File: src/rtl/data_mem_arbiter.sv
`default_nettype none
// ============================================================================
// Module   : data_mem_arbiter
// Brief    : Two-port word arbiter/sequencer for the data memory. Each request
//            takes three cycles: accept, memory access, then response.
//            Optional macro ARB_ROUND_ROBIN_EN selects round-robin tie-break
//            (default: port 0 fixed priority).
// Revision : 1.0 - initial release
// ============================================================================
module data_mem_arbiter #(
    parameter int WORD_W     = 32,
    parameter int ALIGN_BITS = 2
) (
    input  logic              clk,
    input  logic              rst,
    input  logic              req_valid_0,
    input  logic              req_valid_1,
    output logic              req_ready_0,
    output logic              req_ready_1,
    input  logic              req_we_0,
    input  logic              req_we_1,
    input  logic [WORD_W-1:0] req_addr_0,
    input  logic [WORD_W-1:0] req_addr_1,
    input  logic [WORD_W-1:0] req_wdata_0,
    input  logic [WORD_W-1:0] req_wdata_1,
    output logic              resp_valid_0,
    output logic              resp_valid_1,
    output logic              resp_err,
    output logic [WORD_W-1:0] resp_rdata,
    output logic              mem_read_en,
    output logic              mem_write_en,
    output logic [WORD_W-1:0] mem_addr,
    output logic [WORD_W-1:0] mem_wdata,
    input  logic [WORD_W-1:0] mem_rdata,
    output logic              busy,
    output logic              owner
);

    localparam logic [1:0] S_IDLE   = 2'd0;
    localparam logic [1:0] S_ACCESS = 2'd1;
    localparam logic [1:0] S_RESP   = 2'd2;

    logic [1:0]        r_state;
    logic [1:0]        w_state_next;
    logic              r_we;
    logic              r_owner;
    logic [WORD_W-1:0] r_addr;
    logic [WORD_W-1:0] r_wdata;
    logic [WORD_W-1:0] r_rdata;
    logic              r_err;
    logic              w_idle;
    logic              w_grant_1;
    logic              w_accept;
    logic              w_aligned;
    logic              w_mem_go;

    assign w_idle    = (r_state == S_IDLE);
    assign w_accept  = w_idle && !rst && (req_valid_0 || req_valid_1);
    assign w_aligned = (r_addr[ALIGN_BITS-1:0] == '0);
    assign w_mem_go  = (r_state == S_ACCESS) && w_aligned;

`ifdef ARB_ROUND_ROBIN_EN
    // Last-granted port; starts at 1 so port 0 wins the first tie.
    logic r_last;

    always_ff @(posedge clk) begin
        if (rst) begin
            r_last <= 1'b1;
        end else if (w_accept) begin
            r_last <= w_grant_1;
        end
    end

    assign w_grant_1 = req_valid_1 && (!req_valid_0 || !r_last);
`else
    assign w_grant_1 = req_valid_1 && !req_valid_0;
`endif

    always_ff @(posedge clk) begin
        if (rst) begin
            r_state <= S_IDLE;
        end else begin
            r_state <= w_state_next;
        end
    end

    always_comb begin
        w_state_next = r_state;
        case (r_state)
            S_IDLE:   if (w_accept) w_state_next = S_ACCESS;
            S_ACCESS: w_state_next = S_RESP;
            S_RESP:   w_state_next = S_IDLE;
            default:  w_state_next = S_IDLE;
        endcase
    end

    // Memory enables are deliberately not gated by rst: a write in ACCESS
    // commits on the same edge that samples reset.
    always_comb begin
        req_ready_0  = w_accept && !w_grant_1;
        req_ready_1  = w_accept && w_grant_1;
        resp_valid_0 = !rst && (r_state == S_RESP) && !r_owner;
        resp_valid_1 = !rst && (r_state == S_RESP) && r_owner;
        mem_read_en  = w_mem_go && !r_we;
        mem_write_en = w_mem_go && r_we;
        mem_addr     = w_mem_go ? r_addr  : '0;
        mem_wdata    = w_mem_go ? r_wdata : '0;
        busy         = !w_idle;
    end

    always_ff @(posedge clk) begin
        if (rst) begin
            r_we    <= 1'b0;
            r_owner <= 1'b0;
            r_addr  <= '0;
            r_wdata <= '0;
            r_rdata <= '0;
            r_err   <= 1'b0;
        end else if (w_accept) begin
            r_owner <= w_grant_1;
            r_we    <= w_grant_1 ? req_we_1    : req_we_0;
            r_addr  <= w_grant_1 ? req_addr_1  : req_addr_0;
            r_wdata <= w_grant_1 ? req_wdata_1 : req_wdata_0;
        end else if (r_state == S_ACCESS) begin
            r_err   <= !w_aligned;
            r_rdata <= (w_aligned && !r_we) ? mem_rdata : '0;
        end
    end

    assign resp_err   = r_err;
    assign resp_rdata = r_rdata;
    assign owner      = r_owner;

endmodule
`default_nettype wire
File: config.mk
export PLATFORM = sky130hd
export DESIGN_NAME = data_mem_arbiter
export DESIGN_NICKNAME = d
export VERILOG_FILES = /design/src/rtl/data_mem_arbiter.sv
export SDC_FILE = /design/constraint.sdc
export NUM_CORES = 1
export LEC_CHECK = 0
export CAP_MARGIN = 20
export CORE_MARGIN = 2
export CORE_UTILIZATION = 39
export CTS_BUF_LIST = sky130_fd_sc_hd__clkbuf_4
export CTS_CLUSTER_SIZE = 20
export DETAILED_ROUTE_END_ITERATION = 10
export PLACE_DENSITY_LB_ADDON = 0.05
export REMOVE_ABC_BUFFERS = 1
export SYNTH_ARGS = -nofsm -noshare
export SYNTH_HDL_FRONTEND = slang
export SYNTH_SLANG_ARGS = --single-unit
File: constraint.sdc
create_clock -name clk -period 2.2 [get_ports clk]
set_input_delay 0.22 -clock clk [delete_from_list [all_inputs] [get_ports clk]]
set_output_delay 0.22 -clock clk [all_outputs]
set_load 0.05 [all_outputs]
==> impl_results.md <==
- Ports: between 200 and 300
- Area of the multi-input gates: 2320 sq um
- Clock Latency Late Sink: between 0.4 and 0.5 ns
- All-Layer GR Usage: a little over a fifth
- First-pass GRT wire length: 21100 um
- Area grow syn2layout: 80.9%
- Drt pass-1 iters: 4
- HP Class: input pin to register
- Worst Path Arrival: approximately 1.9 ns
- Post-synth top area share: between 40% and 50%
- Max-cap viol count: 0
- Skew final: 0.0266 ns
- CTS root buf: clkbuf_4
- Setup TNS: 0 ns
- Final ANT Viol Nets: 0
- Worst-Margin Slew: roughly 0.57 ns
- Register area share after synthesis: 44.8%
- Leakage Power: a little over 3 nW
- Initial core utilization: between 30% and 40%
- Netlist Area Pre-Place: 4510 sq um
- Largest net degree at the start of global routing: 47
- Final period utilization: 94.2%
- Routed length per instance: approximately 17 um
- Peak Freq: 0.483 GHz
- VDD IR max: roughly 0.38 mV
- Fill cells: 861
- Port buffer count: 268
- Hold Fails Final Rpt: 0
- Ys Warns: 0
- Post-route minimum period: 2.07 ns
- Tot Pwr: 0.00438 W
- Die area: around 12000 sq um
- Mean Syn Cell Area: 11.6 sq um
- Vias in the first global route: ~4100
- RSZ-0062 raised after global routing: no
- Die height: 112 um
- CP max FO: 5
- Final setup vio count: 0
- Crit end category: output port
- DP Worst Slack: 0.307 ns
- Cells after synthesis: 388
- Bufs on Longest Clock Path: 2
- Outcome: complete, no violations
- Post-synth top cells: dfxtp_1, and2_1, mux2i_1, o2bb2ai_2, a22o_1
- Unique cell type count in the Yosys netlist: 23
- Share of cells above drive strength 1: between 20% and 30%
- Startpoint Class: register
- Inserted Clock Buffers: 9
- Number of antenna violations at the first check in global routing: 1
- Final worst-path setup slack: around 0.13 ns
- Final core utilization: a little under three quarters
- Worst hold margin: 0.364 ns
- Slew Limit Fails: 0
- Dpl hpwl: between 10000 and 15000 um
- Die Width: ~110 um
- Htree depth: 3
- DR vias/cell: ~5.0
- Worst EP required: between 1.5 and 2 ns
- Pwr per Cell Area: approximately 540 nW/um^2
- Clk sinks: just over 100
- Synth Flop Type: dfxtp_1
- Synth area leaders: dfxtp_1, mux2i_1, o2bb2ai_2
- Synth async-reset ratio: 0%
- Slew headroom: approximately 62%
- Post-CTS Setup Repair Bufs: 0
- Placer Congestion: about 0.74
- Post-synth EDFFs: 0
- Iteration-0 DRC Markers: about 120
- CTS tree: built
- Register area: 2030 sq um
- Layout Nets: just over 800
- Post-synthesis register bit count: approximately 100
- Cell taking the most area after synthesis: dfxtp_1
- R2R setup slack: ~0.43 ns
- Vias: approximately 4000
- DR DRC count: 0
- Core Box Area: between 10000 and 15000 sq um
- Crit Path Category: register to output port
- CTS clk-pin slew, worst paths: around 0.19 ns
- Count leader, synth: dfxtp_1
- Overflow after GRT: 0
- Final wirelength: approximately 13000 um
- Placement row count: 39
==> flip-flops by register name, indices dropped and copies added (netlist names) <==
name        count
r_we            1
r_addr         32
resp_err        1
r_wdata        32
owner           1
resp_rdata     32
r_state         2
==> per-layer routing <==
| layer | vias to the layer above | global-route usage (%) | part of all wire (%) |
|---|---|---|---|
| met2 | 154 | 37.6 | 51 |
| met5 | - | 0 | 0 |
| met3 | 8 | 7.19 | 8.7 |
| met1 | 1824 | 23.7 | 39 |
| met4 | 0 | 5.27 | 0.99 |
| li1 | 1918 | - | - |
==> metrics by stage <==
| stage | cells | cell area (sq um) |
|---|---|---|
| finish | 788 | 8160 |
| global route | 788 | 8160 |
| CTS | 787 | 8140 |
| detailed placement | 771 | 8010 |
| global placement | 771 | 8010 |
| floorplan | 350 | 4300 |
==> worst max-delay path, stage by stage, from the launching register on <==
cell     delay (ns)
dfxtp_4        0.40
or2_4          0.26
or3_4          0.40
inv_2          0.08
and2_1         0.14
buf_6          0.16
==> power by group <==
part           internal, W  switching [W]
Combinational     0.000691       0.000665
Clock             0.000261       0.000679
Sequential         0.00199      0.0000961
Total              0.00294        0.00144
==> worst paths after layout <==
| path | startpoint | endpoint | cells after the start |
|---|---|---|---|
| hold / removal | mem_rdata[8] | resp_rdata[8] | 2 |
| setup / recovery | r_state[0] | req_ready_1 | 5 |
| setup reg to reg | r_addr[0] | resp_rdata[4] | 5 |
| hold reg to reg | r_addr[17] | r_addr[17] | 1 |
==> logic make-up after synthesis <==
| group | count (synthesis) | share of synthesized area, % |
|---|---|---|
| buffers and inverters | 41 | 4.88 |
| AO/OA/AOI/OAI | 102 | 24.9 |
| other | 1 | 0.0831 |
| AND/OR/NAND/NOR | 78 | 10.9 |
| flip-flops | 101 | 44.8 |
| multiplexers | 65 | 14.4 |
==> area by class of cell <==
type	count	share of cell area (%)
Sequential cell	101	24.8
Inverter	2	0.0920
Tap cell	143	2.19
Clock buffer	9	0.828
Multi-Input combinational cell	247	28.4
Timing Repair Buffer	278	42.8
Clock inverter	7	0.812
Antenna cell	1	0.0307
==> cells in the final DEF (no fill, tap or decap), drive strengths merged <==
cell,Yosys,layout
nor4b,2,2
nor4bb,1,1
nor3b,1,1
nor2,4,4
clkbuf,16,9
conb,1,2
inv,2,5
a22o,33,33
buf,23,78
o21ai,3,3
and2,65,65
o2bb2ai,63,63
or2,1,1
nor2b,3,3
o211ai,2,2
clkinv,0,2
o21a,1,1
or3,1,1
diode,0,1
clkinvlp,0,2
dfxtp,101,101
mux2i,65,65
dlymetal6s2s,0,1
clkdlybuf4s50,0,199
==> repair_timing <==
action,4_1_cts,5_1_grt
hold buffers,0,0
pin swaps,0,0
gates resized for setup,2,6
setup endpoints to repair,2,26
No activity file was read; power rests on OpenSTA's default activity.
